[src/rtl/ksynth_frame_pkg.sv]
// Shared definitions for the byte frame loader: parser state encoding,
// default sync marker and payload bank geometry.
package ksynth_frame_pkg;

    typedef enum logic [1:0] {
        IDLE  = 2'd0,
        DATA  = 2'd1,
        CKSUM = 2'd2
    } frame_state_t;

    localparam logic [7:0] SYNC_DEFAULT = 8'hA5;
    localparam int         NBYTES       = 4;
    localparam int         IDX_W        = 2;

    typedef logic [IDX_W-1:0] idx_t;

endpackage

[src/rtl/frame_byte_bank.sv]
// Shadow/active payload banks with an atomic commit and a registered byte
// read port. A commit may coincide with the write of the last shadow byte.
module frame_byte_bank
    import ksynth_frame_pkg::*;
(
    input  logic       clk,
    input  logic       clr,
    input  logic       we,
    input  idx_t       wr_idx,
    input  logic [7:0] wr_data,
    input  logic       commit,
    input  logic       flush,
    input  logic [1:0] rd_adr,
    output logic [7:0] rd_data
);

    logic [7:0] shadow [NBYTES];
    logic [7:0] active [NBYTES];

    always_ff @(posedge clk or posedge clr) begin
        if (clr) begin
            for (int i = 0; i < NBYTES; i++) begin
                shadow[i] <= 8'h00;
                active[i] <= 8'h00;
            end
            rd_data <= 8'h00;
        end else begin
            if (flush) begin
                for (int i = 0; i < NBYTES; i++) shadow[i] <= 8'h00;
            end else if (we) begin
                shadow[wr_idx] <= wr_data;
            end
            // The byte being written this cycle bypasses the shadow so a
            // frame ending on a payload byte commits in the same cycle.
            if (commit) begin
                for (int i = 0; i < NBYTES; i++)
                    active[i] <= (we && wr_idx == idx_t'(i)) ? wr_data : shadow[i];
            end
            rd_data <= active[rd_adr];
        end
    end

endmodule

[src/rtl/byte_frame_loader.sv]
// Serial frame parser (sync, 4 payload bytes, optional checksum) feeding a
// banked byte read port. Checksum stage is enabled by BYTE_FRAME_CKSUM_EN.
// Handshake: rx_valid is a one-cycle strobe with no back-pressure; every
// strobed byte is consumed in the cycle it is presented.
module byte_frame_loader
    import ksynth_frame_pkg::*;
#(
    parameter logic [7:0] SYNC_BYTE = SYNC_DEFAULT,
    parameter int         TIMEOUT   = 50000,
    parameter int         TMR_W     = 20
) (
    input  logic         clk,
    input  logic         clr,
    input  logic [7:0]   rx_data,
    input  logic         rx_valid,
    input  logic [1:0]   rd_adr,
    output logic [7:0]   rd_data,
    output logic         frame_ok,
    output logic         frame_err,
    output logic         busy,
    output frame_state_t dbg_state
);

    localparam logic [TMR_W-1:0] TMR_LAST = TMR_W'(TIMEOUT - 2);
    localparam idx_t             IDX_LAST = idx_t'(NBYTES - 1);

    frame_state_t     state, state_next;
    idx_t             idx;
    logic [TMR_W-1:0] timer;
`ifdef BYTE_FRAME_CKSUM_EN
    logic [7:0]       sum;
`endif

    logic start, bank_we, commit, flush, ok_next, err_next, expire;

    // Expiry fires on the idle cycle whose increment would bring the
    // timer to TIMEOUT-1; a byte in that cycle takes priority.
    assign expire = (state != IDLE) && !rx_valid && (timer == TMR_LAST);

    always_comb begin
        state_next = state;
        start      = 1'b0;
        bank_we    = 1'b0;
        commit     = 1'b0;
        flush      = 1'b0;
        ok_next    = 1'b0;
        err_next   = 1'b0;
        case (state)
            IDLE: begin
                if (rx_valid && rx_data == SYNC_BYTE) begin
                    start      = 1'b1;
                    state_next = DATA;
                end
            end
            DATA: begin
                if (rx_valid) begin
                    bank_we = 1'b1;
                    if (idx == IDX_LAST) begin
`ifdef BYTE_FRAME_CKSUM_EN
                        state_next = CKSUM;
`else
                        commit     = 1'b1;
                        ok_next    = 1'b1;
                        state_next = IDLE;
`endif
                    end
                end else if (expire) begin
                    err_next   = 1'b1;
                    flush      = 1'b1;
                    state_next = IDLE;
                end
            end
`ifdef BYTE_FRAME_CKSUM_EN
            CKSUM: begin
                if (rx_valid) begin
                    if (rx_data == sum) begin
                        commit  = 1'b1;
                        ok_next = 1'b1;
                    end else begin
                        err_next = 1'b1;
                    end
                    state_next = IDLE;
                end else if (expire) begin
                    err_next   = 1'b1;
                    flush      = 1'b1;
                    state_next = IDLE;
                end
            end
`endif
            default: state_next = IDLE;
        endcase
    end

    always_ff @(posedge clk or posedge clr) begin
        if (clr) begin
            state     <= IDLE;
            idx       <= '0;
            timer     <= '0;
            frame_ok  <= 1'b0;
            frame_err <= 1'b0;
        end else begin
            state     <= state_next;
            frame_ok  <= ok_next;
            frame_err <= err_next;
            if (start)        idx <= '0;
            else if (bank_we) idx <= idx + idx_t'(1);
            if (state == IDLE || rx_valid || expire) timer <= '0;
            else                                     timer <= timer + TMR_W'(1);
        end
    end

`ifdef BYTE_FRAME_CKSUM_EN
    always_ff @(posedge clk or posedge clr) begin
        if (clr)                             sum <= 8'h00;
        else if (start)                      sum <= 8'h00;
        else if (bank_we && state == DATA)   sum <= sum + rx_data;
    end
`endif

    assign busy      = (state != IDLE);
    assign dbg_state = state;

    frame_byte_bank u_bank (
        .clk     (clk),
        .clr     (clr),
        .we      (bank_we),
        .wr_idx  (idx),
        .wr_data (rx_data),
        .commit  (commit),
        .flush   (flush),
        .rd_adr  (rd_adr),
        .rd_data (rd_data)
    );

endmodule
[config.mk]
export PLATFORM = sky130hd
export DESIGN_NAME = byte_frame_loader
export DESIGN_NICKNAME = d
export VERILOG_FILES = /design/src/rtl/ksynth_frame_pkg.sv /design/src/rtl/frame_byte_bank.sv /design/src/rtl/byte_frame_loader.sv
export SDC_FILE = /design/constraint.sdc
export NUM_CORES = 1
export LEC_CHECK = 0
export CAP_MARGIN = 5
export CORE_ASPECT_RATIO = 0.75
export CORE_MARGIN = 2
export CORE_UTILIZATION = 50
export CTS_CLUSTER_DIAMETER = 30
export DETAILED_ROUTE_END_ITERATION = 6
export DONT_BUFFER_PORTS = 1
export GPL_ROUTABILITY_DRIVEN = 0
export GPL_TIMING_DRIVEN = 0
export REMOVE_ABC_BUFFERS = 1
export SYNTH_ARGS = -nofsm -noshare
export SYNTH_HDL_FRONTEND = slang
export SYNTH_SLANG_ARGS = --single-unit
[constraint.sdc]
create_clock -name clk -period 3.1 [get_ports clk]
set_input_delay 0.31 -clock clk [delete_from_list [all_inputs] [get_ports clk]]
set_output_delay 0.31 -clock clk [all_outputs]
set_load 0.03 [all_outputs]
==> metrics, run 1 <==
fin util=55.9%; Clock Path Buffers=2; number of setup buffers added after CTS=0; CTS buffer count=9; clk_lat worst skew=between 0.3 and 0.4 ns; PortBufs=0; antenna fix cells=0; router iterations before antenna repair=4; commonest cells after routing, fill and taps aside=dfrtp_1 (89), nand2_1 (61), nor2_1 (43); post-DP HPWL=around 4700 um; max-cap viol count=0; Crit path max-delay family=simple AND/OR/NAND/NOR gates; initial antenna violation count=0; Comb pwr share=10.9%; clock-pin slew on the worst setup and hold paths=roughly 0.080 ns; RSZ-0062 raised after global routing=false; Critical Path End Type=flip-flop; Die X=105 um; Most Frequent Cell on Critical Path=nand2_1; post-synthesis mux area share=between 10% and 20%; Resize count post-CTS=0; first-pass GRT wire length=between 10000 and 15000 um; status=complete, no violations; final worst slack=0.414 ns; worst slack, placed=0.395 ns; Net Sw Frac=between 20% and 30%; pin count of the biggest net entering global routing=63; initial drt markers=between 70 and 80; worst path required time=3.34 ns; Mean Syn Cell Area=between 10 and 15 sq um; leading area contributor after synthesis=dfrtp_1; Max-slew headroom=about 37%; kind of critical path=flip-flop to flip-flop; Die ar.=0.00840 sq mm; Hold Crit Class=input pin to flip-flop; final worst-path cycle share=86.6%; Die Y=79.9 um; share of layout cells above drive strength 1=9.12%; Reg area=0.00223 sq mm; vias per std cell=5.43; Psw=0.000624 W; nets=365; I/O pin cnt=26; Netlist cell types=36; Slowest Stage Delay on Critical Path=0.70 ns; Mapped Area=0.00384 sq mm; Post-Synth Simple-Gate Area=17.5%; Startpoint Class=flip-flop; Cell Area, Placed=0.00393 sq mm; sequential area share after synthesis=58.1%; Synth Area in Compound Gates=~5.1%; hold slack=between 0.06 and 0.07 ns; Synth top area share=58.1%; Synth Warn #=0; Seq pwr share=56.6%; Finished Cell Area=~0.0041 sq mm; vias in the first global route=2354; antenna-violating nets left=0; dpl cells=~440; via count=between 2k and 2.5k; power per cell area=between 500 and 600 mW/mm^2; Cell Count, Final, Fillers Out=452; Synth Register Bits=89; Worst VDD drop=311 uV; fin crit period=approximately 2.7 ns; synth top area cells=dfrtp_1 (58%), mux2i_1 (6.5%), nand2_1 (6.1%); critical-path maximum fanout=57; Slew @ Worst Pin=0.936 ns; GRT overflow=0; static leakage=2.01 nW; core box area=approximately 0.0074 sq mm; combined area of the multi-input logic cells=0.00149 sq mm; # rows=27; post-DR wirelength/cell=15.9 um; Fin. Hold Viols=0; main combinational cell family by area after synthesis=simple AND/OR/NAND/NOR gates; DRC=0; clk sink count=between 80 and 90; area grow syn2layout=7.73%; internal power=0.00180 W; CP max stage cell=nand2_2; commonest non-fill, non-tap cell in the layout=dfrtp_1; CP Cell Sequence=and2_1 -> nand2_2 -> clkinv_1 -> nand2_1 -> nand2_1; cells after synthesis=349; final max-slew violation count=0; GRT Overall Usage=19.0%; CP arrival=2.92 ns; Synth Area in Adders=under 10%; endpoints failing setup=0; htree depth=3; f_max=372 MHz; clock share of power=roughly a third; Synth Area in XOR/XNOR=a little under 3%; CTS tree=yes; Buf+Inv Stages, Crit Path=1; Initial Util=about half; root buf cell=clkbuf_8; Fill cells=652; DRT Wirelength=7210 um; Setup Skew=between 0.008 and 0.009 ns
[synthesized netlist by cell type]
| cell type | instances |
|---|---|
| buf_4 | 2 |
| and3_1 | 3 |
| and2_1 | 2 |
| o21ai_0 | 30 |
| and4_1 | 1 |
| or4_4 | 1 |
| o211ai_1 | 1 |
| conb_1 | 1 |
| buf_2 | 4 |
| nor3_1 | 6 |
| buf_1 | 2 |
| o31ai_4 | 1 |
| mux4_2 | 8 |
| mux2i_1 | 25 |
| xnor2_1 | 11 |
| clkbuf_1 | 8 |
| inv_1 | 9 |
| nor4_4 | 1 |
| nand2_1 | 62 |
| nor2_1 | 43 |
| nor4bb_1 | 1 |
| nor4b_1 | 2 |
| nand2b_1 | 1 |
| or3_1 | 3 |
| nand3_2 | 2 |
| or4_1 | 1 |
| xor2_1 | 2 |
| nand3_1 | 5 |
| nor2b_1 | 1 |
| nand4_1 | 6 |
| clkinv_1 | 1 |
| buf_6 | 1 |
| nor4_1 | 4 |
| a21oi_1 | 3 |
| ha_1 | 6 |
| dfrtp_1 | 89 |
[worst paths after layout]
path / slack, ns / depth (start not counted) / endpoint / start
worst max-delay path: 0.41 / 5 / u_bank.active[6] / dbg_state[0]
worst min-delay path: 0.07 / 2 / u_bank.active[3] / rx_data[3]
worst max register to register: 0.41 / 5 / u_bank.active[6] / dbg_state[0]
worst min register to register: 0.48 / 2 / u_bank.active[3] / u_bank.active[3]
max in group asynchronous: 2.05 / 3 / timer[4] / clr
min in group asynchronous: 0.43 / 2 / timer[18] / clr
[flip-flops by register name, indices dropped and copies added (netlist names)]
register	count
u_bank.rd_data	8
u_bank.shadow	24
u_bank.active	32
timer	20
idx	2
dbg_state	1
frame_ok	1
frame_err	1
[per-stage QoR]
step                      TNS (ns)  power, W
after CTS                        0   0.00245
after global routing             0   0.00256
after global placement      -52.10   0.00164
final                            0   0.00242
after detailed placement         0   0.00166
after floorplan                  0   0.00159
[what timing repair did]
| item | 4_1_cts | 5_1_grt |
|---|---|---|
| hold buffers | 1 | 0 |
| endpoints found under the hold margin | 27 | 0 |
| endpoints found under the setup margin | 0 | 0 |
[worst register-to-register path, stage by stage (launching register included)]
cell	delay, ns
dfrtp_1	0.64
and2_1	0.36
nand2_2	0.70
clkinv_1	0.61
nand2_1	0.21
nand2_1	0.07
[layer usage]
| layer | vias up | share of wire [%] | wire length [um] | GRT usage (%) |
|---|---|---|---|---|
| li1 | 1172 | - | - | - |
| met5 | - | 0 | 0 | 0 |
| met4 | 0 | 1.5 | 107 | 5.47 |
| met1 | 1235 | 52 | 3720 | 28.6 |
| met2 | 38 | 44 | 3170 | 27.5 |
| met3 | 11 | 3.0 | 214 | 4.57 |
[power groups by stage]
stage,logic (W),registers (W),clock network (W)
after detailed placement,0.000266,0.00140,0
after global routing,0.000313,0.00139,0.000857
after floorplan,0.000213,0.00138,0
after CTS,0.000269,0.00137,0.000814
after global placement,0.000248,0.00139,0
final,0.000264,0.00137,0.000787
[layout make-up]
type	count	share of cell area (%)
Timing Repair Buffer	3	1.27
Clock inverter	5	1.33
Tap cell	101	3.06
Clock buffer	11	3.42
Multi-Input combinational cell	233	36.1
Inverter	10	0.969
Sequential cell	89	53.9
[logic make-up after synthesis]
logic type                 Yosys count
xor gates and xnor gates            13
DFF                                 89
muxes                               33
and+or+nand+nor                    145
AOI/OAI and AO/OA                   35
other                                1
buffers and inverters               27
adders and majority gates            6
Power figures use the tool's default switching activity.
==> run 2, diff against run 1 <==
- CORE_ASPECT_RATIO: 0.75 -> default
==> run 2 against run 1 <==
Register-to-register slack about the same. Sequential cell count unchanged. Clock skew up 0.0025 ns. First-iteration DRC count up 110%. Non-clock buffer count unchanged. Final area up 1.2%. Utilization up 1.2 points. Die area about the same. Combinational power about the same. Via count down 2.3%. Clock-buffer cell count down 1. Critical path type unchanged. Largest power group unchanged.
==> metrics, run 2 (synthesis results as in run 1) <==
clk sink count=89 (unchanged); number of hold buffers added after CTS=1 (unchanged); vias in the first global route=2489 (+5.7%); Die ar.=0.00839 sq mm (about the same); Cell Area, Placed=0.00392 sq mm (-0.16%); Fin. Hold Viols=0 (unchanged); clock-pin slew on the worst setup and hold paths=0.09 ns (about the same); Finished Cell Area=0.00418 sq mm (+1.2%); Initial Util=52.3% (+0.48 points); first-pass GRT wire length=12400 um (unchanged); GRT Overall Usage=19.2% (+0.14 points); Hold Crit Class=input pin to flip-flop; max-cap viol count=0 (unchanged); Critical Path End Type=flip-flop; worst path required time=3.35 ns (about the same); static leakage=2.04 nW (+1.5%); commonest non-fill, non-tap cell in the layout=dfrtp_1; endpoints failing setup=0 (unchanged); RSZ-0062 raised after global routing=false; Resize count post-CTS=0 (unchanged); via count=2400 (-2.3%); hold slack=0.0530 ns (-0.0166 ns); I/O pin cnt=26 (unchanged); fin crit period=2.68 ns (-0.00230 ns); number of setup buffers added after CTS=0 (unchanged); Die Y=91.6 um (+15%); area grow syn2layout=8.97%; pin count of the biggest net entering global routing=58 (-7.9%); core box area=0.00733 sq mm (-0.91%); # rows=31 (+15%); hold depth=2 (unchanged); Crit Reg-Reg Endpoint=u_bank.active[7]; CTS tree=yes; sink of the worst hold path=u_bank.active[2]; final worst-path cycle share=86.6% (about the same); fin util=57.0% (+1.2 points); Max-slew headroom=36.7% (-0.65 points); power per cell area=627 mW/mm^2 (+7.0%); CTS buffer count=9 (unchanged); source of the worst register-to-register timing path=dbg_state[0]; kind of critical path=flip-flop to flip-flop; Worst VDD drop=459 uV (+47%); initial antenna violation count=0 (unchanged); register-to-register setup slack=0.42 ns (about the same); antenna-violating nets left=0 (unchanged); final max-slew violation count=0 (unchanged); worst slack, placed=0.388 ns (-0.00704 ns); vias per std cell=5.33 (-1.8%); initial drt markers=155 (+110%); root buf cell=clkbuf_8; final worst slack=0.416 ns (+0.00230 ns); critical-path maximum fanout=57 (unchanged); top flop regs=u_bank.active (32), u_bank.shadow (24), timer (20); f_max=373 MHz (about the same); post-DR wirelength/cell=16.2 um (+1.5%); commonest cells after routing, fill and taps aside=dfrtp_1 (89), nand2_1 (61), nor2_1 (43); antenna fix cells=0 (unchanged); DRT Wirelength=7280 um (+1.0%); Startpoint Class=flip-flop; share of layout cells above drive strength 1=9.40% (+0.28 points); Slew @ Worst Pin=0.942 ns (+0.00600 ns); GRT overflow=0 (unchanged); post-DP HPWL=4700 um (-0.68%); status=complete, no violations; r2r worst-path depth=5 (unchanged); Die X=91.6 um (-13%); max FFs per register=32 (unchanged); htree depth=3 (unchanged); PortBufs=0 (unchanged); Setup Skew=0.0112 ns (+0.00245 ns); Worst Min Path Start=rx_data[2]; nets=365 (unchanged); router iterations before antenna repair=4 (unchanged); CP arrival=2.93 ns (about the same); Clock Path Buffers=2 (unchanged); DRC=0 (unchanged); clk_lat worst skew=0.36 ns (about the same); Reg with most FFs=u_bank.active
run 2: cell types whose count changed in the layout (fill, tap and decap cells not counted):
| cell | delta |
|---|---|
| clkinvlp_4 | -2 |
| bufinv_16 | +2 |
| clkinv_2 | -1 |
| buf_8 | -1 |
| buf_6 | +1 |
| clkbuf_1 | -1 |
| inv_6 | +2 |
run 2: worst max-delay path by stage:
stage	from	slack (ns)	end
after floorplan	clr	0.48	dbg_state[0]
after detailed placement	dbg_state[0]	0.39	u_bank.active[0]
after global placement	clr	-0.53	u_bank.active[0]
after global routing	dbg_state[0]	0.15	u_bank.active[6]
final	dbg_state[0]	0.42	u_bank.active[7]
after CTS	dbg_state[0]	0.38	u_bank.active[0]
run 2: stage by stage:
| stage | total power, W | setup TNS [ns] | instances |
|---|---|---|---|
| 6_report | 0.00262 | 0 | 450 |
| 5_1_grt | 0.00275 | 0 | 450 |
| 4_1_cts | 0.00265 | 0 | 450 |
| 3_5_place_dp | 0.00167 | 0 | 433 |
| 3_3_place_gp | 0.00164 | -49.81 | 431 |
| 2_1_floorplan | 0.00159 | 0 | 332 |
run 2: critical path, cell delays in order, from the launching register on:
cell	delay [ns]
dfrtp_1	0.65
and2_1	0.36
nand2_2	0.68
clkinv_1	0.60
nand2_1	0.19
nand2_1	0.07
run 2: area by class of cell:
type / count / area [sq um]
fillers: 636 / 3150
flip-flops and latches: 89 / 2230
multi-input cells: 233 / 1490
clock buffers: 10 / 138
well taps: 99 / 124
clock inverters: 6 / 113
repair buffers: 3 / 48.8
inverters: 10 / 40.0
run 2: metal layers:
layer	wire length (um)	share of wire [%]	global-route usage, %	up-vias
li1	-	-	-	1164
met1	3460	48	25.9	1192
met2	3470	48	30.2	31
met3	223	3.1	4.73	13
met4	127	1.7	6.82	0
met5	0	0	0	-
run 2: power by group:
group / total (W) / switching [W] / leakage (nW) / internal (W)
Combinational: 0.000265 / 0.000159 / 0.686 / 0.000106
Sequential: 0.00137 / 0.0000741 / 1.23 / 0.00130
Clock: 0.000981 / 0.000419 / 0.127 / 0.000562
==> run 3, diff against run 2 <==
- ABC_AREA: default -> 1
- CAP_MARGIN: 5 -> default
==> run 3 against run 2 <==
Final cell count rose by 34%. Power decreased by 19%. Register-to-register slack better by 0.12 ns. Area after synthesis rose by 13%. Routed wire length grew 29%. Largest power group unchanged.
==> metrics, run 3 <==
Worst VDD drop=263 uV (-43%); Post-synth EDFFs=0 (unchanged); clk sink count=89 (unchanged); commonest cells after routing, fill and taps aside=nand2_1 (132), dfrtp_1 (89), nor2_1 (63); # rows=33 (+6.5%); Mapped Area=0.00433 sq mm (+13%); sequential area share after synthesis=51.5% (-6.6 points); Die ar.=0.00941 sq mm (+12%); htree depth=3 (unchanged); top flop regs=u_bank.active (32), u_bank.shadow (24), timer (20); top-count cell post-synth=nand2_1; Async SR Flop Fraction=100% (unchanged); PortBufs=0 (unchanged); Crit path max-delay family=simple AND/OR/NAND/NOR gates; status=complete, no violations; GRT Overall Usage=21.7% (+2.5 points); Synth top area share=51.5% (-6.6 points); nets=513 (+41%); clk_lat worst skew=0.35 ns (about the same); root buf cell=clkbuf_8; I/O pin cnt=26 (unchanged); critical-path maximum fanout=38 (-33%); fin crit period=2.56 ns (-0.123 ns); antenna-violating nets left=0 (unchanged); CTS tree=yes; Fill cells=754 (+19%); CP arrival=2.80 ns (-0.13 ns); max-cap viol count=0 (unchanged); power per cell area=465 mW/mm^2 (-26%); cells after synthesis=497 (+42%); setup tns final=0 ns (unchanged); Synth Register Bits=89 (unchanged); Initial Util=52.1% (-0.20 points); synth top area cells=dfrtp_1 (51%), nand2_1 (11%), mux2_2 (6.0%); GRT overflow=0 (unchanged); endpoints failing setup=0 (unchanged); Die X=97.0 um (+5.9%); final max-slew violation count=0 (unchanged); RSZ-0062 raised after global routing=false; Resize count post-CTS=0 (unchanged); post-DR wirelength/cell=15.6 um (-3.7%); core box area=0.00830 sq mm (+13%); Setup Skew=0.00763 ns (-0.00361 ns); via count=3147 (+31%); clock-pin slew on the worst setup and hold paths=0.09 ns (about the same); Fin. Hold Viols=0 (unchanged); pin count of the biggest net entering global routing=69 (+19%); CP max stage cell=nor2_4; commonest non-fill, non-tap cell in the layout=nand2_1; static leakage=2.42 nW (+18%); Commonest cells post-synth=nand2_1 (132), dfrtp_1 (89), nor2_1 (63), inv_1 (50), o21ai_0 (45); vias in the first global route=3215 (+29%); leading area contributor after synthesis=dfrtp_1; initial drt markers=149 (-3.9%); Clock Path Buffers=2 (unchanged); Netlist cell types=32 (-11%); antenna fix cells=0 (unchanged); Slew @ Worst Pin=0.932 ns (-0.00948 ns); first-pass GRT wire length=16300 um (+32%); Hold Crit Class=input pin to flip-flop; vias per std cell=5.21 (-2.3%); Synth Warn #=0 (unchanged); kind of critical path=flip-flop to flip-flop; Mean Syn Cell Area=8.71 sq um (-21%); share of layout cells above drive strength 1=12.8% (+3.4 points); post-DP HPWL=6240 um (+33%); f_max=391 MHz (+4.8%); Die Y=97.0 um (+5.9%); hold slack=0.0740 ns (+0.0210 ns); initial antenna violation count=0 (unchanged); Startpoint Class=flip-flop; CTS buffer count=9 (unchanged); DRT Wirelength=9420 um (+29%); max FFs per register=32 (unchanged); worst path required time=3.34 ns (about the same); final worst-path cycle share=82.6% (-4.0 points); DRC=0 (unchanged); router iterations before antenna repair=5 (+1); Critical Path End Type=flip-flop; CP Cell Sequence=nand2_4 -> nor2_4 -> mux2_2; Reg with most FFs=u_bank.active; Post-synth top flop=dfrtp_1; Buf+Inv Stages, Crit Path=0 (-1); Slowest Stage Delay on Critical Path=0.82 ns (+0.14 ns); Max-slew headroom=37.7% (+0.96 points); area grow syn2layout=6.04%
[run 3: changes by cell type after synthesis, moves of 15 or more]
cell	delta
mux2_2	+23
o21ai_0	+15
nor2_1	+20
mux2i_1	-25
nand2_1	+70
inv_1	+41
[run 3: logic make-up (layout without fill, tap and decap cells)]
group / after synthesis / after routing / synth area share (%)
other: 1 / 1 / 0.0867
DFF: 89 / 89 / 51.5
adders and majority gates: 6 / 6 / 1.74
xor gates and xnor gates: 13 / 13 / 2.63
buffers and inverters: 73 / 75 / 7.40
muxes: 24 / 24 / 6.25
AOI/OAI and AO/OA: 60 / 60 / 7.23
and+or+nand+nor: 231 / 231 / 23.2
[run 3: worst paths after layout]
| kind | startpoint | end | slack, ns | cells past startpoint |
|---|---|---|---|---|
| max | dbg_state[0] | u_bank.active[10] | 0.54 | 3 |
| max in group asynchronous | clr | u_bank.active[28] | 2.07 | 3 |
| min in group asynchronous | clr | u_bank.rd_data[3] | 0.39 | 2 |
| min reg2reg | u_bank.active[23] | u_bank.active[23] | 0.49 | 1 |
| max reg2reg | dbg_state[0] | u_bank.active[10] | 0.54 | 3 |
| min | rx_data[1] | u_bank.active[1] | 0.07 | 2 |
[run 3: final cells by class]
class                      count  area [sq um]  area share [%]
clock inverter                 4          51.3            1.12
sequential                    89          2230            48.5
tap                          105           131            2.86
multi-input combinational    335          1780            38.8
clock buffer                  12           145            3.16
timing repair buffer           2          37.5           0.818
inverter                      57           216            4.72
[run 3: metrics by stage]
stage / std cells / setup WS [ns] / power (W) / area, sq um / utilization (%)
6_report: 604 / 0.539 / 0.00213 / 4590 / 55.3
5_1_grt: 604 / 0.402 / 0.00223 / 4590 / 55.3
4_1_cts: 604 / 0.527 / 0.00216 / 4590 / 55.3
3_5_place_dp: 587 / 0.539 / 0.00136 / 4380 / 52.8
3_3_place_gp: 586 / -0.505 / 0.00135 / 4350 / 52.4
2_1_floorplan: 481 / 0.483 / 0.00131 / 4220 / -
[run 3: worst reg2reg max path: stages, from the launching register on]
cell     delay (ns)
dfrtp_1        0.78
nand2_4        0.40
nor2_4         0.83
mux2_2         0.44
[run 3: what timing repair did]
item | in CTS | in global routing
buffers inserted | 0 | 0
hold endpoints to repair | 21 | 0
hold buffers | 1 | 0
[run 3: routing by layer]
layer | up-vias | GRT usage (%) | wire, um
met4 | 0 | 5.31 | 117
li1 | 1546 | - | -
met3 | 11 | 4.05 | 374
met1 | 1536 | 30.3 | 4490
met5 | - | 0 | 0
met2 | 54 | 35.1 | 4430
[run 3: power by group]
group          total [W]  switching [W]  internal (W)
Clock           0.000803       0.000405      0.000397
Sequential       0.00121      0.0000291       0.00118
Combinational   0.000120      0.0000929     0.0000272
Total            0.00213       0.000527       0.00161
